<file path="src/rtl/bcd_pkg.sv">
// Shared constants, FSM encoding and digit helpers for the digit-serial BCD adder.
package bcd_pkg;

    localparam int unsigned DIGIT_W  = 4;
    localparam int unsigned BCD_MAX  = 9;
    localparam int unsigned BCD_CORR = 6;

    typedef enum logic [1:0] {
        StIdle = 2'd0,
        StAdd  = 2'd1,
        StDone = 2'd2
    } state_e;

    function automatic logic nibble_valid(input logic [DIGIT_W-1:0] n);
        return n <= DIGIT_W'(BCD_MAX);
    endfunction

endpackage

</file>
<file path="src/rtl/bcd_digit_add.sv">
// Combinational single-digit BCD adder: s = (a+b+ci) mod 10, co = (a+b+ci) > 9.
module bcd_digit_add
    import bcd_pkg::*;
(
    input  logic [DIGIT_W-1:0] a,
    input  logic [DIGIT_W-1:0] b,
    input  logic               ci,
    output logic [DIGIT_W-1:0] s,
    output logic               co
);

    // 9 + 9 + 1 = 19 fits in one extra bit
    logic [DIGIT_W:0] t;

    always_comb begin
        t  = {1'b0, a} + {1'b0, b} + {{DIGIT_W{1'b0}}, ci};
        co = (t > (DIGIT_W+1)'(BCD_MAX));
        // t - 10 equals (t + 6) mod 16 for t in 10..19
        s  = co ? DIGIT_W'(t + (DIGIT_W+1)'(BCD_CORR)) : t[DIGIT_W-1:0];
    end

endmodule

</file>
<file path="src/rtl/bcd_serial_add_ctrl.sv">
// Digit-serial packed-BCD adder controller: one digit per cycle, LSD first,
// decimal carry rippled through a register.
module bcd_serial_add_ctrl
    import bcd_pkg::*;
#(
    parameter int unsigned DIGITS = 4
) (
    input  logic                  clk,
    input  logic                  rst,
    input  logic                  start,
    input  logic [4*DIGITS-1:0]   a,
    input  logic [4*DIGITS-1:0]   b,
    input  logic                  cin,
    output logic                  busy,
    output logic                  done,
    output logic [4*DIGITS-1:0]   sum,
    output logic                  cout,
    output logic                  invalid
);

    localparam int unsigned W     = DIGIT_W * DIGITS;
    localparam int unsigned IDX_W = (DIGITS > 1) ? $clog2(DIGITS) : 1;

    state_e           state_q;
    logic [IDX_W-1:0] idx_q;
    logic             carry_q;
    logic [W-1:0]     a_q;
    logic [W-1:0]     b_q;
    logic [W-1:0]     sum_w;

    logic [DIGIT_W-1:0] dig_s;
    logic               dig_co;
    logic [W-1:0]       sum_nxt;
    logic               inputs_ok;

    // Operand registers shift right, so the current digit is always the low nibble
    bcd_digit_add u_digit (
        .a  (a_q[DIGIT_W-1:0]),
        .b  (b_q[DIGIT_W-1:0]),
        .ci (carry_q),
        .s  (dig_s),
        .co (dig_co)
    );

    always_comb begin
        sum_nxt = sum_w;
        for (int k = 0; k < DIGITS; k++) begin
            if (idx_q == IDX_W'(k)) begin
                sum_nxt[DIGIT_W*k +: DIGIT_W] = dig_s;
            end
        end
    end

    always_comb begin
        inputs_ok = 1'b1;
        for (int k = 0; k < DIGITS; k++) begin
            if (!nibble_valid(a[DIGIT_W*k +: DIGIT_W]) ||
                !nibble_valid(b[DIGIT_W*k +: DIGIT_W])) begin
                inputs_ok = 1'b0;
            end
        end
    end

    always_ff @(posedge clk or posedge rst) begin
        if (rst) begin
            state_q <= StIdle;
            idx_q   <= '0;
            carry_q <= 1'b0;
            a_q     <= '0;
            b_q     <= '0;
            sum_w   <= '0;
            busy    <= 1'b0;
            done    <= 1'b0;
            sum     <= '0;
            cout    <= 1'b0;
            invalid <= 1'b0;
        end else begin
            done <= 1'b0;
            case (state_q)
                StIdle: begin
                    if (start) begin
                        a_q     <= a;
                        b_q     <= b;
                        carry_q <= cin;
                        idx_q   <= '0;
                        sum_w   <= '0;
                        busy    <= 1'b1;
                        if (inputs_ok) begin
                            state_q <= StAdd;
                        end else begin
                            // Bad digits skip the add phase entirely
                            state_q <= StDone;
                            done    <= 1'b1;
                            sum     <= '0;
                            cout    <= 1'b0;
                            invalid <= 1'b1;
                        end
                    end
                end
                StAdd: begin
                    a_q     <= W'(a_q >> DIGIT_W);
                    b_q     <= W'(b_q >> DIGIT_W);
                    carry_q <= dig_co;
                    sum_w   <= sum_nxt;
                    if (idx_q == IDX_W'(DIGITS - 1)) begin
                        state_q <= StDone;
                        done    <= 1'b1;
                        sum     <= sum_nxt;
                        cout    <= dig_co;
                        invalid <= 1'b0;
                    end else begin
                        idx_q <= idx_q + 1'b1;
                    end
                end
                StDone: begin
                    state_q <= StIdle;
                    busy    <= 1'b0;
                end
                default: begin
                    state_q <= StIdle;
                    busy    <= 1'b0;
                end
            endcase
        end
    end

endmodule

</file>
<file path="config.mk">
export PLATFORM = sky130hd
export DESIGN_NAME = bcd_serial_add_ctrl
export DESIGN_NICKNAME = d
export VERILOG_FILES = /design/src/rtl/bcd_pkg.sv /design/src/rtl/bcd_digit_add.sv /design/src/rtl/bcd_serial_add_ctrl.sv
export SDC_FILE = /design/constraint.sdc
export NUM_CORES = 1
export LEC_CHECK = 0
export CAP_MARGIN = 40
export CORE_MARGIN = 2
export CORE_UTILIZATION = 25
export DETAILED_ROUTE_END_ITERATION = 10
export GPL_TIMING_DRIVEN = 0
export PLACE_DENSITY = 0.49
export SKIP_CTS_REPAIR_TIMING = 1
export SLEW_MARGIN = 30
export SYNTH_ARGS = -nofsm -noshare
export SYNTH_HDL_FRONTEND = slang
export SYNTH_SLANG_ARGS = --single-unit
</file>
<file path="constraint.sdc">
create_clock -name clk -period 2.9 [get_ports clk]
set_input_delay 0.29 -clock clk [delete_from_list [all_inputs] [get_ports clk]]
set_output_delay 0.29 -clock clk [all_outputs]
set_load 0.1 [all_outputs]
</file>
==> reports/qor.txt, run 1 <==
FMAX -> 341 MHz
Ys async rst share -> 100%
Most frequent cell after synthesis -> dfrtp_1
Failing checks -> setup timing
Longest Clk Path Bufs -> 2
Worst-path fanout max -> 5
Pleak -> 0.00206 µW
Final setup vio count -> 2
RSZ-0062 raised after global routing -> true
GRT met1 Usage -> 19.2%
Avg WL per Cell -> 15.4 µm
First-pass GRT wire length -> 15800 µm
Post-Synth XOR/XNOR Area -> 0.260%
Die area -> 14400 µm²
Status -> finished with violations
Tot Pwr -> 3200 µW
Worst Setup Start Kind -> flop
Routed Antenna Nets -> 0
# DRC -> 0
Adder-Cell Fraction of Synth Area -> 4.16%
Synth Register Bits -> 69
Post-synthesis mux area share -> 1.22%
Post-synthesis cell count -> 349
Die Span Y -> 120 µm
Critical path required time -> 3.14 ns
Worst skew pair latency -> 0.33 ns
Hold Slack -> 0.279 ns
Worst Path Arrival -> 3.18 ns
Final net count -> 488
Syn nets -> 395
DP Cell Count -> 601
Pin count of the biggest net entering global routing -> 47
Layout Cells excl Fill -> 623
Vias in the first global route -> 3100
Final period util -> 101%
Root Buffer -> clkbuf_16
Starting Density -> 25.6%
Num CTS Buffers -> 9
GR Layer Usage met3 -> 2.95%
Num rows -> 42
Yosys top cell by area -> dfrtp_1
EDFF count, synth -> 0
GRT busiest layer -> met2
Max Cap Viol -> 0
CTS tree -> done
Worst-Margin Slew -> 0.753 ns
Syn-to-layout area delta -> 45.2%
Hold Crit Class -> in2async
Core area -> 13200 µm²
1st-pass router iterations -> 4
Worst Skew -> 0.00592 ns
Final WL -> 9590 µm
Detailed-placement wirelength estimate -> 7110 µm
Simple-Gate Fraction of Synth Area -> 17.6%
Post-synth cell types -> 49
Slew margin rel. -> 49.8%
# IOs -> 56
GP Congestion -> 0.826
Worst VDD drop -> 0.327 mV
Main combinational cell family by area after synthesis -> compound AO/OA/AOI/OAI gates
Avg Inst Size Synth -> 9.66 µm²
Yosys warns -> 0
Final Max Tran Viols -> 0
Die width -> 120 µm
Total GRT Usage -> 14.0%
DRT iter0 DRCs -> 155
Endpoints failing hold -> 0
Vias/cell -> 4.88
Fin crit period -> 2.94 ns
GRT overflow -> 0
# port buffers -> 55
Synth top area share -> 51.2%
Kind of critical path -> reg2reg
Post-synth top cells -> dfrtp_1, nand2_1, nor2_1, a31oi_1
CP Capture Type -> flop
Ys flop type -> dfrtp_1
Area contributors post-synth -> dfrtp_1, nand2_1, a31oi_1
Setup WS post-layout -> -0.0351 ns
N_diodes -> 0
Synthesized cell area -> 3370 µm²
Synth Area in Compound Gates -> 21.7%
H-tree levels -> 3
Clock sinks -> 69
Vias -> 3042
Initial antenna violation count -> 0
Cell Pwr Density -> 654 nW/µm²
Clock transition at path regs -> 0.05 ns
Layout cells sized above 1 -> 15.4%
Met2 Resource Use GR -> 21.3%
Sequential fraction of the synthesis area -> 51.2%
Filler instances -> 1298
## state kept, by name, summed over array words and instances (netlist names), 2 cells and up
name / count
state_q: 2
b_q: 16
idx_q: 2
sum_w: 12
a_q: 16
sum: 16
## layout make-up
type	instances	area [µm²]	share of cell area, %
buffer	23	92.6	1.89
clock buffer	15	268	5.47
clock inverter	1	5.00	0.102
inverter	10	40.0	0.818
multi-input combinational	247	1620	33.1
sequential	69	1730	35.3
tap	176	220	4.50
timing repair buffer	82	923	18.9
## cell usage in the layout (no fill, tap or decap), types with 3 or more instances in the layout
master | synthesis | final
o31ai_1 | 12 | 7
a31oi_1 | 27 | 27
nand3_1 | 12 | 12
nor3_1 | 6 | 5
inv_1 | 10 | 8
buf_4 | 1 | 7
buf_1 | 3 | 3
buf_8 | 0 | 20
o31ai_2 | 0 | 5
and3_1 | 4 | 4
clkdlybuf4s50_1 | 0 | 55
nor2_1 | 30 | 30
a21oi_1 | 11 | 11
clkbuf_1 | 17 | 21
mux2i_1 | 3 | 3
clkbuf_16 | 0 | 9
o41ai_1 | 3 | 3
ha_1 | 8 | 7
o221ai_2 | 3 | 3
o21ai_0 | 17 | 17
dfrtp_1 | 69 | 69
a32o_1 | 6 | 6
nand2_1 | 58 | 58
a22o_1 | 10 | 10
## per-layer routing
| layer | share of wire [%] | wire (µm) |
|---|---|---|
| met3 | 3.0 | 291 |
| met2 | 49 | 4710 |
| met4 | 2.1 | 203 |
| met5 | 0 | 0 |
| met1 | 46 | 4380 |
## critical path: stages (launching register included)
cell and delay (ns):
dfrtp_1 0.42, fa_2 0.43, fa_2 0.61, inv_2 0.06, ha_4 0.15, nor2b_4 0.12
a31o_4 0.22, or4b_4 0.51, o31a_4 0.15, o221ai_2 0.19
## path summary, 6_finish.rpt
check | from | to | slack, ns | cells after the start
hold reg to reg | sum_w[2] | sum_w[2] | 0.47 | 2
setup / recovery | b_q[0] | sum[1] | -0.04 | 9
min in group clk | sum_w[2] | sum_w[2] | 0.47 | 2
max in group asynchronous | rst | b_q[1] | 2.08 | 3
setup reg to reg | b_q[0] | sum[1] | -0.04 | 9
hold / removal | rst | sum_w[4] | 0.28 | 2
## logic make-up (layout without fill, tap and decap cells)
family | Yosys count | count (layout)
simple gates | 129 | 129
buf+inv | 33 | 131
flops | 69 | 69
xor+xnor | 1 | 1
mux | 4 | 4
compound gates | 103 | 103
fa+ha+maj | 10 | 10
## stage by stage
step                setup WS [ns]  TNS, ns  area [µm²]  utilization (%)
finish                    -0.0351  -0.0486        4890             37.1
global route               -0.127   -0.813        4890             37.1
CTS                        -0.303    -4.07        4740             36.0
detailed placement         -0.276    -3.69        4470             33.9
global placement           -0.445   -33.83        4140             31.4
floorplan                 0.00182        0        3370                -
## where the power goes
part	leakage (µW)	internal [µW]	switching (µW)
clock	0.000134	625	386
combinational	0.00106	455	622
sequential	0.000866	1050	58.5
(Power assumes the default switching activity.)
==> inputs of run 2 (changes only) <==
- CAP_MARGIN: 40 -> 5
==> run 2 against run 1 <==
Net effect:
- the run still ends with setup timing left
- critical path depth did not move
- die area unchanged
- design area down 6.7%
- sequential power is essentially flat
- largest cell class unchanged
- first-iteration DRC count down 9.0%
- fmax about the same
- setup slack worse by 0.0017 ns
==> reports/qor.txt, run 2 (same netlist as run 1, synthesis figures left out) <==
Reg power frac -> 35.4%
# port buffers -> 55
Slowest CP cell -> fa_2
Cell-internal power -> 2110 µW
GRT overflow -> 0
Filler instances -> 1336
Hold Slack -> 0.286 ns
Routed Antenna Nets -> 0
Core area -> 13200 µm²
GP Congestion -> 0.826
Combinational Power Share -> 32.2%
Slew margin rel. -> 34.6%
Finished Core Util -> 34.6%
Worst-path cell chain -> fa_2, fa_2, inv_4, ha_4, nor2b_4, a31o_4, or4b_4, o31a_4, o221ai_2
Pre-CTS setup slack -> -0.269 ns
Initial antenna violation count -> 0
Worst Setup Start Kind -> flop
Sw Share -> 32.9%
Hold Crit Class -> in2async
Vias -> 2923
CTS tree -> done
1st-pass router iterations -> 4
# IOs -> 56
Bufs and invs on worst path -> 1
Fin area -> 4570 µm²
Root Buffer -> clkbuf_16
Worst VDD drop -> 0.313 mV
Worst-Margin Slew -> 0.977 ns
Total GRT Usage -> 13.5%
Detailed-placement wirelength estimate -> 6970 µm
Max Cap Viol -> 0
Clock power frac -> 32.4%
FMAX -> 341 MHz
Endpoints failing hold -> 0
Max stage delay on crit path -> 0.60 ns
Starting Density -> 25.6%
Clock sinks -> 69
Longest Clk Path Bufs -> 2
Kind of critical path -> reg2reg
Vias in the first global route -> 2987
Cell Pwr Density -> 689 nW/µm²
Worst-path fanout max -> 5
Sw Pwr -> 1040 µW
Final period util -> 101%
Clock transition at path regs -> 0.05 ns
Die width -> 120 µm
Worst Path Arrival -> 3.17 ns
Most common cell after layout, fill and taps aside -> dfrtp_1
Tot Pwr -> 3150 µW
Layout cells sized above 1 -> 10.8%
Vias/cell -> 4.87
Critical path required time -> 3.14 ns
H-tree levels -> 3
Failing checks -> setup timing
Die Span Y -> 120 µm
Most frequent cells in the layout -> dfrtp_1, nand2_1, clkdlybuf4s50_1, nor2_1, a31oi_1
Status -> finished with violations
Post-DP Area -> 4170 µm²
Setup WS post-layout -> -0.0367 ns
DRT iter0 DRCs -> 141
RSZ-0062 raised after global routing -> true
Top Registers -> a_q: 16 flops, b_q: 16 flops, sum: 16 flops
Worst skew pair latency -> 0.33 ns
Final WL -> 9390 µm
Most frequent CP cell -> fa_2
Crit-path leading delay family -> adder cells
Final Max Tran Viols -> 0
Num rows -> 42
Num CTS Buffers -> 9
Avg WL per Cell -> 15.7 µm
First-pass GRT wire length -> 15200 µm
Syn-to-layout area delta -> 35.5%
Final setup vio count -> 2
Pleak -> 0.00191 µW
Die area -> 14400 µm²
# DRC -> 0
Pin count of the biggest net entering global routing -> 47
Worst Skew -> 0.00345 ns
CP Capture Type -> flop
Final net count -> 466
N_diodes -> 0
Fin crit period -> 2.94 ns
==> run 2: cell count changes in the layout (fill, tap and decap cells not counted) <==
cell      change
buf_4         -2
o31ai_1       +2
o21ai_1       +1
o21ai_0       -1
inv_2         -1
clkbuf_8      +1
o31ai_2       -2
inv_4         +1
buf_8        -20
xnor2_4       -1
xnor2_2       +1
clkbuf_1      -2
==> run 2: path summary, 6_finish.rpt <==
check | endpoint | start | cells past startpoint | slack (ns)
worst max-delay path | sum[1] | b_q[0] | 9 | -0.04
worst min-delay path | sum_w[8] | rst | 2 | 0.29
worst max register to register | sum[1] | b_q[0] | 9 | -0.04
worst min register to register | sum_w[9] | sum_w[9] | 2 | 0.49
max in group asynchronous | b_q[10] | rst | 3 | 2.08
min in group clk | sum_w[9] | sum_w[9] | 2 | 0.49
==> run 2: final cells by class <==
type | count | area [µm²] | area share [%]
Inverter | 10 | 42.5 | 0.932
Tap cell | 176 | 220 | 4.82
Clock inverter | 1 | 5.00 | 0.110
Timing Repair Buffer | 60 | 608 | 13.3
Clock buffer | 14 | 274 | 6.00
Buffer | 23 | 92.6 | 2.03
Multi-Input combinational cell | 247 | 1600 | 35.0
Sequential cell | 69 | 1730 | 37.8
==> run 2: metal layers <==
metal  track usage (%)  part of all wire [%]
met2              19.9                    48
met1              19.2                    47
met4              5.44                   2.1
met3              2.80                   2.7
met5                 0                     0
==> run 2: power groups by stage <==
stage	Sequential [µW]	Clock (µW)	Combinational, µW
final	1110	1020	1010
after floorplan	1150	0	549
after CTS	1110	1050	828
after detailed placement	1130	0	825
after global routing	1130	1090	1120
after global placement	1130	0	805
==> run 2: metrics by stage <==
| stage | std cells | setup TNS (ns) |
|---|---|---|
| 3_5_place_dp | 581 | -3.87 |
| 6_report | 600 | -0.0418 |
| 4_1_cts | 596 | -4.34 |
| 3_3_place_gp | 580 | -33.83 |
| 5_1_grt | 600 | -0.516 |
| 2_1_floorplan | 349 | 0 |
==> edit 1, RTL diff (flow settings as in run 1) <==
Set the parameter `DIGITS` to 8 (it was 4).
--- a/src/rtl/bcd_serial_add_ctrl.sv
+++ b/src/rtl/bcd_serial_add_ctrl.sv
@@ -4,5 +4,5 @@
     import bcd_pkg::*;
 #(
-    parameter int unsigned DIGITS = 4
+    parameter int unsigned DIGITS = 8
 ) (
     input  logic                  clk,
Ports: changed (resized a, b and sum); port bits go from 56 to 104. The function was not compared with the original's and may differ.
==> edit 1 against run 1 <==
Area after synthesis increased by 93%; clock skew increased by 0.0080 ns; setup slack improved by 0.085 ns; wire length increased by 110%; count of clock-buffer cells in the layout increased by 3; final area increased by 95%; combinational power increased by 16%; final cell count increased by 95%; sequential cell count increased by 65; clock power increased by 120%; total power increased by 73%; critical endpoint is now sum[5]$_DFFE_PP0P_.
==> edit 1: results (changes against run 1) <==
Dpl ws = -0.450 ns (was -0.276 ns)
CP peak stage delay = 0.53 ns (was 0.61 ns)
XOR/XNOR share of the synthesized area = 0.385% (was 0.260%)
MaxCap Viol Count = 0 (unchanged)
Async SR Flop Fraction = 100% (unchanged)
Largest net degree at the start of global routing = 29 (was 47)
First-pass GRT wire length = 31.1 mm (was 15.8 mm)
GRT Overall Usage = 14.9% (was 14.0%)
Mux cell area share after synthesis = 3.26% (was 1.22%)
Final hold viol count = 0 (unchanged)
DP HPWL = 14.7 mm (was 7.11 mm)
WL/cell = 16.2 µm (was 15.4 µm)
P_leak = 4.11 nW (was 2.06 nW)
CP Max Fanout = 8 (was 5)
CP arrival = 3.15 ns (was 3.18 ns)
Initial antenna violation count = 1 (was 0)
DRT Pass-1 Iters = 5 (was 4)
Area share of the largest cell type after synthesis = 51.6% (was 51.2%)
Post-synthesis adder-cell area fraction = 2.54% (was 4.16%)
Outcome = completed (was finished with violations)
M2 GR Usage = 23.4% (was 21.3%)
H-tree Lvls = 4 (was 3)
Nets = 950 (was 488)
Syn_nets = 775 (was 395)
Skew final = 0.0139 ns (was 0.00592 ns)
Gpl congestion = 0.789 (was 0.826)
Syn. warnings = 0 (unchanged)
Hold Path Class = in -> async (unchanged)
CTS Buf Count = 17 (was 9)
Synth Flop Type = dfrtp_1 (unchanged)
Vias in the first global route = 5793 (was 3100)
Main area contributors after synthesis = dfrtp_1 52%, nand2_1 9.5%, a31oi_1 5.4% (was dfrtp_1 51%, nand2_1 6.5%, a31oi_1 5.0%)
Seq/Total Area, Yosys = 51.6% (was 51.2%)
Met1 Track Usage GR = 20.7% (was 19.2%)
Worst-path clk slew = 0.06 ns
Root Buffer Master = clkbuf_16 (unchanged)
1st-iter DRT viols = 266 (was 155)
Slowest stage cell, crit path = fa_2 (unchanged)
Top cells by count, synth = 164 x nand2_1, 134 x dfrtp_1, 61 x nor2_1, 56 x a31oi_1, 39 x o21ai_0 (was 69 x dfrtp_1, 58 x nand2_1, 30 x nor2_1, 27 x a31oi_1)
Synth unique cells = 51 (was 49)
Clk buf depth = 2 (unchanged)
GR Layer Usage met3 = 3.27% (was 2.95%)
Avg Vias per Cell = 4.77 (was 4.88)
Top Registers = a_q: 32 flops, b_q: 32 flops, sum: 32 flops (was a_q: 16 flops, b_q: 16 flops, sum: 16 flops)
Latest clock arrival within the worst-skew pair = 0.44 ns (was 0.33 ns)
Max VDD drop = 400 µV (was 327 µV)
Post-synthesis compound-gate area fraction = 19.0% (was 21.7%)
Layout cells sized above 1 = 15.0% (was 15.4%)
Port Buffers = 103 (was 55)
Rel. slew slack = 43.8% (was 49.8%)
-- edit 1: critical path: cells and delay by family, from the launching register on --
kind	cells	cell delay, ns
flip-flops	1	0.41
AO/OA/AOI/OAI	2	0.36
buffers and inverters	5	0.57
AND/OR/NAND/NOR	1	0.19
multiplexers	1	0.08
adder cells (fa/ha/maj)	3	1.12
-- edit 1: layout make-up --
cell class,count,area [µm²]
inverter,21,92.6
buffer,47,200
clock buffer,18,429
timing repair buffer,157,1960
fill,2556,15800
tap,330,413
antenna,1,2.50
sequential,134,3350
clock inverter,13,151
multi-input combinational,492,2940
-- edit 1: per-layer routing --
layer | wire (µm) | share of wire, % | vias up
met5 | 0 | 0 | -
met4 | 165 | 0.84 | 0
met3 | 731 | 3.7 | 14
met2 | 9270 | 47 | 122
met1 | 9530 | 48 | 2849
li1 | - | - | 2798
-- edit 1: report_power, final --
part	switching, mW	leakage, nW	internal (mW)
logic	0.698	2.09	0.555
registers	0.0847	1.75	2.01
clock network	0.904	0.270	1.27
-- edit 1: kinds of logic (layout without fill, tap and decap cells) --
kind of cell,count (synthesis),after routing
adder cells (fa/ha/maj),12,12
AO/OA/AOI/OAI,172,172
multiplexers,17,17
buffers and inverters,69,256
AND/OR/NAND/NOR,289,289
flip-flops,134,134
XOR/XNOR,2,2
other,0,1
-- edit 1: final timing paths --
| check | from | endpoint | slack (ns) | cells past startpoint |
|---|---|---|---|---|
| min in group clk | a[28] | a_q[28]$_DFFE_PP0P_ | 0.39 | 3 |
| max in group asynchronous | rst | a_q[0]$_DFFE_PP0P_ | 1.92 | 4 |
| worst min-delay path | rst | a_q[24]$_DFFE_PP0P_ | 0.26 | 2 |
| worst min register to register | sum_w[19]$_DFFE_PP0P_ | sum_w[19]$_DFFE_PP0P_ | 0.48 | 1 |
| worst max-delay path | carry_q$_DFFE_PP0P_ | sum[5]$_DFFE_PP0P_ | 0.05 | 12 |
| worst max register to register | carry_q$_DFFE_PP0P_ | sum[5]$_DFFE_PP0P_ | 0.05 | 12 |
-- edit 1: per-stage QoR --
step	TNS, ns	cell area [µm²]	total power, mW	instances	hold WS [ns]
floorplan	0	6520	2.77	695	0.395
global placement	-72.18	7970	3.10	1128	0.461
detailed placement	-10.22	8780	3.13	1170	0.472
CTS	-10.94	9360	5.30	1201	0.263
global route	-0.0880	9550	5.77	1212	0.287
finish	0	9550	5.52	1213	0.257
==> edit 2, RTL diff (flow settings as in run 1) <==
Made on the original files. Make the reset (`rst`) synchronous in one clocked block.
--- a/src/rtl/bcd_serial_add_ctrl.sv
+++ b/src/rtl/bcd_serial_add_ctrl.sv
@@ -62,5 +62,5 @@
     end
 
-    always_ff @(posedge clk or posedge rst) begin
+    always_ff @(posedge clk) begin
         if (rst) begin
             state_q <= StIdle;
Formal check against the unedited RTL: differs if rst is asserted again (counterexample within 4 cycles, from zero or initial values and one cycle with rst high); with rst held inactive, the same outputs for 10 cycles.
==> edit 2 against run 1 <==
Area after synthesis shrank 6.2%; wire length up 0.13%; setup slack improved by 0.087 ns; final area shrank 5.3%; sequential cell count up 1; fmax rose by 3.1%; critical path type unchanged; largest cell class is now multi-input combinational cells; highest routed layer unchanged.
Power is not compared: it rests on default switching activity, and its combinational part moved more than twofold at a synthesized area within 25%.
==> edit 2: results (changes against run 1) <==
Post-synthesis compound-gate area fraction = 23.0% (was 21.7%)
Met1 Track Usage GR = 19.7% (was 19.2%)
Met1 WL = 4.52 mm (was 4.38 mm)
Largest net degree at the start of global routing = 13 (was 47)
Synthesis-stage register bit count = 70 (was 69)
Mux cell area share after synthesis = 2.02% (was 1.22%)
Non-clk invs = 13 (was 10)
Post-synthesis adder-cell area fraction = 4.43% (was 4.16%)
Syn_nets = 437 (was 395)
Post-synthesis cell count = 391 (was 349)
Number of multi-input logic gates = 280 (was 247)
Synth unique cells = 41 (was 49)
Avg Vias per Cell = 4.62 (was 4.88)
Layout cells sized above 1 = 12.8% (was 15.4%)
Vias in the first global route = 3071 (was 3100)
WL met2 = 4.51 mm (was 4.71 mm)
Gpl congestion = 0.765 (was 0.826)
Nets = 527 (was 488)
Non-clk buf share = 21.3% (was 20.8%)
Seq/Total Area, Yosys = 44.3% (was 51.2%)
Reg area = 1400 µm² (was 1730 µm²)
CLK BUF = 10 (was 15)
Async SR Flop Fraction = 0% (was 100%)
CP arrival = 3.11 ns (was 3.18 ns)
XOR/XNOR share of the synthesized area = 1.03% (was 0.260%)
Skew final = 0.00637 ns (was 0.00592 ns)
Netlist Area Pre-Place = 3160 µm² (was 3370 µm²)
Nonclk buf count = 107 (was 105)
Outcome = completed (was finished with violations)
WL/cell = 14.6 µm (was 15.4 µm)
Main area contributors after synthesis = dfxtp_1 44%, nand2_1 8.8%, nor2_1 7.7% (was dfrtp_1 51%, nand2_1 6.5%, a31oi_1 5.0%)
DP HPWL = 7.11 mm (about the same)
Finished Layout Cells = 658 (was 623)
Filler cell count = 1327 (was 1298)
GRT Overall Usage = 15.2% (was 14.0%)
Post-DP Area = 4230 µm² (was 4470 µm²)
GR Layer Usage met3 = 3.84% (was 2.95%)
Layout clock area frac = 6.99% (was 5.57%)
First-pass GRT wire length = 15.5 mm (was 15.8 mm)
Hold Path Class = reg -> reg (was in -> async)
M2 GR Usage = 24.9% (was 21.3%)
Final Setup Violations = 0 (was 2)
Worst Hold Slack = 0.453 ns (was 0.279 ns)
Placed insts = 638 (was 601)
Reg-to-reg startpoint = b_q[0]$_SDFFE_PP0P_ (was b_q[0]$_DFFE_PP0P_)
P&R area growth vs syn = 46.5% (was 45.2%)
R2R Path End = sum[2]$_SDFFE_PP0P_ (was sum[1]$_DFFE_PP0P_)
Dpl ws = -0.379 ns (was -0.276 ns)
Top cells by count, synth = 74 x nand2_1, 70 x dfxtp_1, 65 x nor2_1, 30 x a21oi_1, 24 x a311oi_1 (was 69 x dfrtp_1, 58 x nand2_1, 30 x nor2_1, 27 x a31oi_1)
Slew @ Worst Pin = 0.632 ns (was 0.753 ns)
Area of the multi-input gates = 1650 µm² (was 1620 µm²)
CP Max Fanout = 7 (was 5)
Met3 wire len = 432 µm (was 291 µm)
-- edit 2: worst max-delay path, cell delays in order, from the launching register on --
cell and delay [ns]:
dfxtp_2 0.33, fa_2 0.40, fa_2 0.40, xor2_2 0.18, inv_2 0.08, ha_4 0.18, inv_4 0.05, o22ai_4 0.07
o31ai_4 0.33, mux2i_4 0.43, o211ai_1 0.15, a21oi_1 0.17
-- edit 2: how the worst max path moves through the flow --
stage	start	end	slack, ns
final	b_q[0]$_SDFFE_PP0P_	sum[2]$_SDFFE_PP0P_	0.05
after global routing	b_q[0]$_SDFFE_PP0P_	sum[10]$_SDFFE_PP0P_	-0.09
after CTS	carry_q$_SDFFE_PP0P_	sum[14]$_SDFFE_PP0P_	-0.41
after detailed placement	carry_q$_SDFFE_PP0P_	sum[14]$_SDFFE_PP0P_	-0.38
after global placement	carry_q$_SDFFE_PP0P_	sum[14]$_SDFFE_PP0P_	-0.33
after floorplan	carry_q$_SDFFE_PP0P_	sum[10]$_SDFFE_PP0P_	0.01
